**config.mk**
```make
export PLATFORM = sky130hd
export DESIGN_NAME = uart_tx
export DESIGN_NICKNAME = d
export VERILOG_FILES = /design/src/rtl/uart_tx.sv
export SDC_FILE = /design/constraint.sdc
export NUM_CORES = 1
export LEC_CHECK = 0
export CORE_MARGIN = 4
export CORE_UTILIZATION = 49
export CTS_CLUSTER_DIAMETER = 60
export DETAILED_ROUTE_END_ITERATION = 6
export GPL_ROUTABILITY_DRIVEN = 0
export GPL_TIMING_DRIVEN = 0
export PLACE_DENSITY = 0.77
export SYNTH_ARGS = -nofsm -noshare
export SYNTH_HDL_FRONTEND = slang
export SYNTH_SLANG_ARGS = --single-unit
```
**constraint.sdc**
```tcl
create_clock -name clk -period 2.25 [get_ports clk]
set_clock_uncertainty 0.1 [all_clocks]
set_input_delay 0.45 -clock clk [delete_from_list [all_inputs] [get_ports clk]]
set_output_delay 0.45 -clock clk [all_outputs]
set_load 0.02 [all_outputs]
```
**src/rtl/uart_tx.sv**
```systemverilog
// uart_tx: byte-wide UART transmitter driven by an external baud tick.
// Frame: start bit, 8 data bits LSB first, optional parity, 1 or 2 stop bits.
// Accepting a byte moves the FSM to ARMED; the first tick after that starts
// the frame, so every bit (start included) lasts exactly one tick period.
module uart_tx #(
    parameter int PARITY    = 0,   // 0 none, 1 odd, 2 even
    parameter int STOP_BITS = 1    // 1 or 2
) (
    input  logic       clk,
    input  logic       rst,
    input  logic       tx_clk,
    input  logic [7:0] tx_data,
    input  logic       tx_valid,
    output logic       tx_ready,
    output logic       tx,
    output logic       busy
);

    localparam logic [2:0] IDLE  = 3'd0;
    localparam logic [2:0] ARMED = 3'd1;
    localparam logic [2:0] START = 3'd2;
    localparam logic [2:0] DATA  = 3'd3;
    localparam logic [2:0] PAR   = 3'd4;
    localparam logic [2:0] STOP  = 3'd5;

    localparam int SW = (STOP_BITS > 1) ? $clog2(STOP_BITS) : 1;
    localparam logic [SW-1:0] STOP_LAST = SW'(STOP_BITS - 1);

    logic [2:0]    state;
    logic [7:0]    shreg;
    logic [2:0]    bit_cnt;
    logic [SW-1:0] stop_cnt;
    logic          par_bit;

    // Status decodes straight from the state register.
    always_comb begin
        tx_ready = (state == IDLE);
        busy     = (state != IDLE);
    end

    // Frame sequencer; tx is only ever updated here, so it is glitch-free.
    always_ff @(posedge clk) begin
        if (rst) begin
            state    <= IDLE;
            tx       <= 1'b1;
            shreg    <= 8'h00;
            bit_cnt  <= 3'd0;
            stop_cnt <= '0;
            par_bit  <= 1'b0;
        end else begin
            case (state)
                IDLE: begin
                    // A tick in the acceptance cycle is deliberately ignored.
                    if (tx_valid) begin
                        shreg   <= tx_data;
                        par_bit <= (PARITY == 1) ? ~^tx_data : ^tx_data;
                        state   <= ARMED;
                    end
                end
                ARMED: begin
                    if (tx_clk) begin
                        state <= START;
                        tx    <= 1'b0;
                    end
                end
                START: begin
                    if (tx_clk) begin
                        state   <= DATA;
                        tx      <= shreg[0];
                        shreg   <= {1'b0, shreg[7:1]};
                        bit_cnt <= 3'd0;
                    end
                end
                DATA: begin
                    if (tx_clk) begin
                        if (bit_cnt == 3'd7) begin
                            stop_cnt <= '0;
                            if (PARITY != 0) begin
                                state <= PAR;
                                tx    <= par_bit;
                            end else begin
                                state <= STOP;
                                tx    <= 1'b1;
                            end
                        end else begin
                            tx      <= shreg[0];
                            shreg   <= {1'b0, shreg[7:1]};
                            bit_cnt <= bit_cnt + 3'd1;
                        end
                    end
                end
                PAR: begin
                    if (tx_clk) begin
                        state    <= STOP;
                        tx       <= 1'b1;
                        stop_cnt <= '0;
                    end
                end
                STOP: begin
                    // Line already high; leave after the last stop period.
                    if (tx_clk) begin
                        if (stop_cnt == STOP_LAST) begin
                            state <= IDLE;
                        end else begin
                            stop_cnt <= stop_cnt + SW'(1);
                        end
                    end
                end
                default: begin
                    state <= IDLE;
                    tx    <= 1'b1;
                end
            endcase
        end
    end

endmodule

```
== Yosys cells after proc, flatten, opt, wreduce, memory -nomap -nowiden ==
Index checks and enable logic that the tools add are counted.
Storage, ports and cells
  register bits: 16
  input port bits: 12
  output and inout bits: 3
  word-level logic and storage cells: 63
Cells by class
  $add $sub $neg: 2
  eq/ne operators: 15
  muxes and demuxes: 29
  bitwise gates (word level): 1
  reductions and logical operators: 11
Operator list (number)
  3-bit 2-to-1 mux: 11
  8-bit 2-to-1 mux: 4
  8-bit one-hot mux with 3 select lines: 1
  2-bit != test, second input constant: 9
  3-bit one-hot mux with 6 select lines: 1
  5-bit AND reduction: 3
  3-bit == test, second input constant: 3
  1-bit 2-to-1 mux: 9
  3-bit nonzero test: 3
  8-bit AND reduction: 1
  3-bit by 2-bit == test with 1-bit output, second input constant: 2
  3-bit one-hot mux with 2 select lines: 1
  1-bit one-hot mux with 5 select lines: 1
  4-bit AND reduction: 1
  3-bit by 1-bit adder with 3-bit output, second input constant: 1
  3-bit by 1-bit == test with 1-bit output, second input constant: 1
  3-bit zero test: 1
  1-bit one-hot mux with 3 select lines: 1
  2-bit nonzero test: 1
  2-bit OR reduction: 1
  1-bit adder, second input constant: 1
  1-bit inverter: 1

== Longest topological paths before layout ==
Gate-level depths: netlist of the first run.
  depth in word-level cells: 4
  mapped depth: 7
  depth with buffers taken out: 6

== Worst setup path after synthesis of the first run ==
Ideal clock, no wire load.
  path type: register -> register
  start: reg bit_cnt[0]
  end: reg shreg[1]
  library setup time: 91 ps
  arrival time: 1428 ps
  data required time: 2059 ps
  slack: 631 ps
  cell stages (with the launch flop): 8
  buffers on the path: 1
  period minus slack after synthesis: 1619 ps
  path through: dfxtp_1 > ha_1 > ha_1 > nand2_4 > a32o_2 > buf_6 > a21oi_1 > a311oi_1
On the way
  cells in the longest elaborated chain, start to end: 3
RTL lines
  from (decl): line 31  | logic [2:0] bit_cnt;
  from (signal assigned): line 88  | bit_cnt <= bit_cnt + 3'd1;
  3-bit == test: line 76  | if (bit_cnt == 3'd7) begin
  2-bit != test (no line)
  5-bit AND reduction (no line)
  to (signal assigned): line 55  | shreg <= tx_data;
  to (signal assigned): line 70  | shreg <= {1'b0, shreg[7:1]};
  to (signal assigned): line 87  | shreg <= {1'b0, shreg[7:1]};
  to (decl): line 30  | logic [7:0] shreg;
No other way between the ends.
A chain may end at the register's enable or synchronous reset.

== Final worst setup path of the first run ==
  start: reg state[2]
  end: out tx_ready
On the way
  cells in the longest elaborated chain, start to end: 1
RTL lines
  from (decl): line 29  | logic [2:0] state;
  from (signal assigned): line 44  | state <= IDLE;
  from (signal assigned): line 57  | state <= ARMED;
  from (signal assigned): line 62  | state <= START;
  3-bit zero test: line 37  | tx_ready = (state == IDLE);
  to (decl): line 14  | output logic tx_ready,
No other way between the ends.

==> flow_metrics.tcl, run 1 <==
set metrics [dict create \
    cts_hold_buf 0 \
    cts_buffer_depth 2 \
    synth_most_common_cell "dfxtp_1" \
    grt_pass1_wl_um 2870 \
    end_kind "primary output" \
    ant_nets 0 \
    place_ws_ns 0.309 \
    reg2reg_slack_ns 0.46 \
    rows 14 \
    io_buffers 13 \
    start_kind "flip-flop" \
    path_class "flip-flop to primary output" \
    root_buffer "clkbuf_4" \
    arrival_ns 1.45 \
    max-cap-violations 0 \
    hp-start "bit_cnt[1]$_SDFFE_PP0P_" \
    clockPowerShare 0.261 \
    totalWireLength_um 1630 \
    drt_iter0_markers 13 \
    initial_core_util 0.524 \
    grt_pass1_vias 648 \
    outcome "complete, no violations" \
    clk_latency_ns 0.29 \
    die_h_um 48.4 \
    required_ns 1.70 \
    reg2reg_depth 7 \
    power_density_nw_per_um2 620 \
    synth_fp_nets 98 \
    layout_min_cycle_time_ns 2.00 \
    post-dp-hpwl_um 1180 \
    synth_area_leaders "dfxtp_1, mux2i_1, a311oi_1" \
    p_total_mw 0.605 \
    startpoint "state[2]$_SDFFE_PP0P_" \
    synthArstFlopShare 0 \
    area_growth_pct 22.3 \
    ys_seq_elements 15 \
    setup_viol 0 \
    netlist.top_cell.by_area "dfxtp_1" \
    grt_overflow 0 \
    drive_gt1_frac 0.158 \
    slew_headroom 0.717 \
    clkSinkCount 15 \
    cts.clk_slew.worst_paths_ns 0.09 \
    synth_commonest_cells "dfxtp_1, a21oi_1, mux2i_1" \
    die_area_um2 2340 \
    critPathMaxFanout 10 \
    grt_setup_unrepaired "false" \
    cts_tree "yes" \
    drc 0 \
    io_pins 15 \
    diodes 0 \
    synth_edf_count 0 \
    seqPwrFrac 0.492 \
    cts_made_buffers 3 \
    p_int_mw 0.431 \
    mappedNetlistArea_um2 798 \
    p_sw_mw 0.174 \
    peakVddDrop_uv 364 \
    max_freq_mhz 500 \
    wl_per_cell_um 14.0 \
    synth-seq-area-share 0.376 \
    nNetsFinal 116 \
    pwr-share-comb 0.248 \
    synth_cell_types 33 \
    p_leak_nw 0.389 \
    antenna_found_initial 0 \
    final.period_utilization 0.890 \
    syn_inst 84 \
    core_area_um2 1520 \
    r2r_end "shreg[3]$_SDFFE_PP0P_" \
    final-hold-violation-count 0 \
    crit_path_end "tx_ready" \
    vias_per_cell 6.07 \
    yosysTopAreaCellShare 0.376 \
    yosys_warnings 0 \
    synth_top_flop_cell "dfxtp_1" \
    dr_total_vias 710 \
    die_x_um 48.4 \
    firstDrtPassIters 4 \
    worst_pin_slew_ns 0.425 \
    min_path_type "flip-flop to flip-flop" \
    slew_viol_final 0 \
    grt_max_degree 11 \
    grt_use_total 0.147 \
    r2r_start "bit_cnt[0]$_SDFFE_PP0P_" \
    h-tree-depth 1 \
    swShare 0.287 \
    syn_area_per_cell_um2 9.50 \
    tns_ns 0 \
    setup_ws_ns 0.248 \
]
==> per-stage QoR <==
step                      std cells  hold WS (ns)  cell area (µm²)  utilization
after floorplan                  84         0.370              798            -
after global placement          113         0.387              948        0.622
after detailed placement        113         0.399              948        0.622
after CTS                       117         0.421              973        0.639
after global routing            117         0.436              976        0.640
final                           117         0.411              976        0.640
==> state kept, by name (all words and copies together) (netlist names) <==
register and count:
bit_cnt 3, shreg 8, state 3, tx 1
==> kinds of logic (layout without fill, tap and decap cells) <==
family / count (synthesis) / in the layout / synth area share
AO/OA/AOI/OAI: 27 / 27 / 0.237
AND/OR/NAND/NOR: 21 / 21 / 0.160
flip-flops: 15 / 15 / 0.376
buffers and inverters: 10 / 27 / 0.0846
multiplexers: 8 / 8 / 0.100
adder cells (fa/ha/maj): 2 / 2 / 0.0313
XOR/XNOR: 1 / 1 / 0.0110
==> how the worst min path moves through the flow <==
stage | to | slack, ns | cells past startpoint
finish | bit_cnt[1]$_SDFFE_PP0P_ | 0.41 | 2
global route | bit_cnt[1]$_SDFFE_PP0P_ | 0.44 | 2
CTS | bit_cnt[1]$_SDFFE_PP0P_ | 0.42 | 2
detailed placement | bit_cnt[1]$_SDFFE_PP0P_ | 0.40 | 2
global placement | bit_cnt[2]$_SDFFE_PP0P_ | 0.39 | 2
floorplan | bit_cnt[1]$_SDFFE_PP0P_ | 0.37 | 2
==> placed cells by master (no fill, tap or decap), types with 2 or more instances in the layout <==
master / n
a21oi_1: 11
a22oi_1: 2
a311oi_1: 7
buf_2: 3
buf_6: 3
clkbuf_1: 2
clkbuf_4: 3
clkdlybuf4s50_1: 11
dfxtp_1: 15
ha_1: 2
inv_1: 2
mux2i_1: 8
nand2_1: 3
nand3_1: 2
nor2_1: 5
==> cell type report <==
type	instances	area, µm²
inverters	2	7.51
clock buffers	4	26.3
well taps	16	20.0
repair buffers	13	131
plain buffers	8	60.1
flip-flops and latches	15	300
multi-input cells	59	430
fillers	139	548
==> power by group through the flow <==
stage	combinational, mW	clock (mW)	sequential (mW)
floorplan	0.101	0	0.302
global placement	0.147	0	0.302
detailed placement	0.151	0	0.303
CTS	0.150	0.160	0.297
global route	0.162	0.174	0.301
finish	0.150	0.158	0.297
==> what timing repair did <==
action,CTS,global route
setup endpoints to repair,1,1
resized for setup,1,1
setup buffers,0,0
==> layer usage <==
layer / routed length (µm) / up-vias / global-route usage
li1: - / 351 / -
met1: 739 / 328 / 0.193
met2: 765 / 27 / 0.233
met3: 101 / 4 / 0.0337
met4: 28 / 0 / 0.0553
met5: 0 / - / 0
==> worst max-delay path, cell delays in order (launching register included) <==
cell,delay [ns]
dfxtp_1,0.30
buf_2,0.16
inv_1,0.18
nand2_1,0.10
inv_1,0.08
dlygate4sd2_1,0.34
Power figures use the tool's default switching activity.
==> inputs of run 2 (changes only) <==
--- a/config.mk
+++ b/config.mk
@@ -6,12 +6,12 @@
 export NUM_CORES = 1
 export LEC_CHECK = 0
 export CORE_MARGIN = 4
-export CORE_UTILIZATION = 49
+export CORE_UTILIZATION = 53
 export CTS_CLUSTER_DIAMETER = 60
 export DETAILED_ROUTE_END_ITERATION = 6
 export GPL_ROUTABILITY_DRIVEN = 0
 export GPL_TIMING_DRIVEN = 0
-export PLACE_DENSITY = 0.77
+export PLACE_DENSITY = 0.82
 export SYNTH_ARGS = -nofsm -noshare
 export SYNTH_HDL_FRONTEND = slang
 export SYNTH_SLANG_ARGS = --single-unit
==> constraint.sdc (replaced) <==
create_clock -name clk -period 2.5 [get_ports clk]
set_clock_uncertainty 0.1 [all_clocks]
set_input_delay 0.5 -clock clk [delete_from_list [all_inputs] [get_ports clk]]
set_output_delay 0.5 -clock clk [all_outputs]
set_load 0.02 [all_outputs]
==> run 2 against run 1 <==
Global-route usage rose by 4.9 points. Register-to-register slack better by 0.27 ns. Routed wire length grew 6.5%. Total power decreased by 9.3%. Largest cell class unchanged. Cell area is 0.26% lower.
==> flow_metrics.tcl, run 2 (synthesis gave the netlist of run 1 again) <==
set metrics [dict create \
    cts_buffer_depth 2 \
    largestRegisters "shreg (8), bit_cnt (3), state (3)" \
    cts_hold_buf 0 \
    clkSinkCount 15 \
    rows 13 \
    slew_viol_final 0 \
    cts_made_buffers 3 \
    io_pins 15 \
    grt_pass1_vias 747 \
    power_density_nw_per_um2 564 \
    largest_register "shreg" \
    cts_tree "yes" \
    clk_latency_ns 0.29 \
    ant_nets 0 \
    core_area_um2 1370 \
    cpPeakStageDelay_ns 0.62 \
    final_cell_mix "dfxtp_1, clkdlybuf4s50_1, a21oi_1" \
    largest_reg_flops 8 \
    setup_viol 0 \
    cts_setup_buffers 0 \
    final.period_utilization 0.933 \
    final-hold-violation-count 0 \
    grt_use_total 0.196 \
    antenna_found_initial 0 \
    end_kind "primary output" \
    tns_ns 0 \
    worst_pin_slew_ns 0.441 \
    drc 0 \
    max_freq_mhz 429 \
    path_class "flip-flop to primary output" \
    layout_min_cycle_time_ns 2.33 \
    area_growth_pct 21.9 \
    io_buffers 13 \
    grt_overflow 0 \
    die_area_um2 2190 \
    vias_per_cell 6.22 \
    root_buffer "clkbuf_4" \
    peakVddDrop_uv 376 \
    ctsResizeCount 0 \
    crit_chain "buf_2, inv_1, nand2_1, inv_1, clkdlybuf4s50_1" \
    die_x_um 46.8 \
    arrival_ns 1.73 \
    cts.clk_slew.worst_paths_ns 0.09 \
    path_common_cell "inv_1" \
    post-dp-hpwl_um 1250 \
    h-tree-depth 1 \
    drive_gt1_frac 0.158 \
    p_total_mw 0.549 \
    initial_core_util 0.584 \
    required_ns 1.90 \
    layout_commonest_cell "dfxtp_1" \
    die_h_um 46.8 \
    wl_per_cell_um 15.0 \
    slew_headroom 0.706 \
    p_leak_nw 0.377 \
    critPathMaxFanout 10 \
    min_path_type "flip-flop to flip-flop" \
    grt_setup_unrepaired "false" \
    drt_iter0_markers 11 \
    crit_slowest_cell "clkdlybuf4s50_1" \
    nNetsFinal 116 \
    firstDrtPassIters 4 \
    nFillCells 111 \
    start_kind "flip-flop" \
    diodes 0 \
    grt_max_degree 11 \
    dr_total_vias 722 \
    totalWireLength_um 1740 \
    outcome "complete, no violations" \
    grt_pass1_wl_um 3060 \
    max-cap-violations 0 \
]
run 2: changes by cell type in the layout (fill, tap and decap cells not counted):
cell	change
dlygate4sd2_1	-1
dlymetal6s2s_1	-1
clkdlybuf4s50_1	+2
run 2: critical path: cells and delay by family (launching register included):
family | cells | cell delay (ns)
AND/OR/NAND/NOR | 1 | 0.10
flip-flops | 1 | 0.31
buffers and inverters | 4 | 1.03
run 2: final timing paths:
path | start | end | slack, ns | cells after the start
setup / recovery | state[2]$_SDFFE_PP0P_ | tx_ready | 0.17 | 5
hold / removal | shreg[5]$_SDFFE_PP0P_ | shreg[5]$_SDFFE_PP0P_ | 0.42 | 2
setup reg to reg | bit_cnt[0]$_SDFFE_PP0P_ | shreg[2]$_SDFFE_PP0P_ | 0.73 | 7
hold reg to reg | shreg[5]$_SDFFE_PP0P_ | shreg[5]$_SDFFE_PP0P_ | 0.42 | 2
run 2: through the flow:
stage,cell area [µm²],util,cells,setup slack (ns),hold WS [ns]
5_1_grt,973,0.712,116,0.0407,0.453
2_1_floorplan,798,-,84,0.881,0.370
3_3_place_gp,947,0.693,112,0.503,0.394
6_report,973,0.712,116,0.167,0.420
4_1_cts,973,0.712,116,0.163,0.425
3_5_place_dp,947,0.693,112,0.491,0.405
run 2: layer usage:
| metal | vias to the layer above | track usage | wire length (µm) |
|---|---|---|---|
| met2 | 17 | 0.350 | 807 |
| li1 | 357 | - | - |
| met4 | 0 | 0.0994 | 40 |
| met5 | - | 0 | 0 |
| met1 | 343 | 0.221 | 807 |
| met3 | 5 | 0.0345 | 85 |
run 2: layout make-up:
class,count,area [µm²],area share
Multi-Input combinational cell,59,430,0.442
Sequential cell,15,300,0.308
Timing Repair Buffer,13,130,0.134
Buffer,8,60.1,0.0617
Clock buffer,4,26.3,0.0270
Tap cell,15,18.8,0.0193
Inverter,2,7.51,0.00771
run 2: where the power goes:
| part | internal (mW) | switching (mW) | leakage (nW) |
|---|---|---|---|
| Clock | 0.0620 | 0.0823 | 0.0150 |
| Combinational | 0.0701 | 0.0667 | 0.239 |
| Sequential | 0.258 | 0.00935 | 0.123 |
| Total | 0.390 | 0.158 | 0.377 |
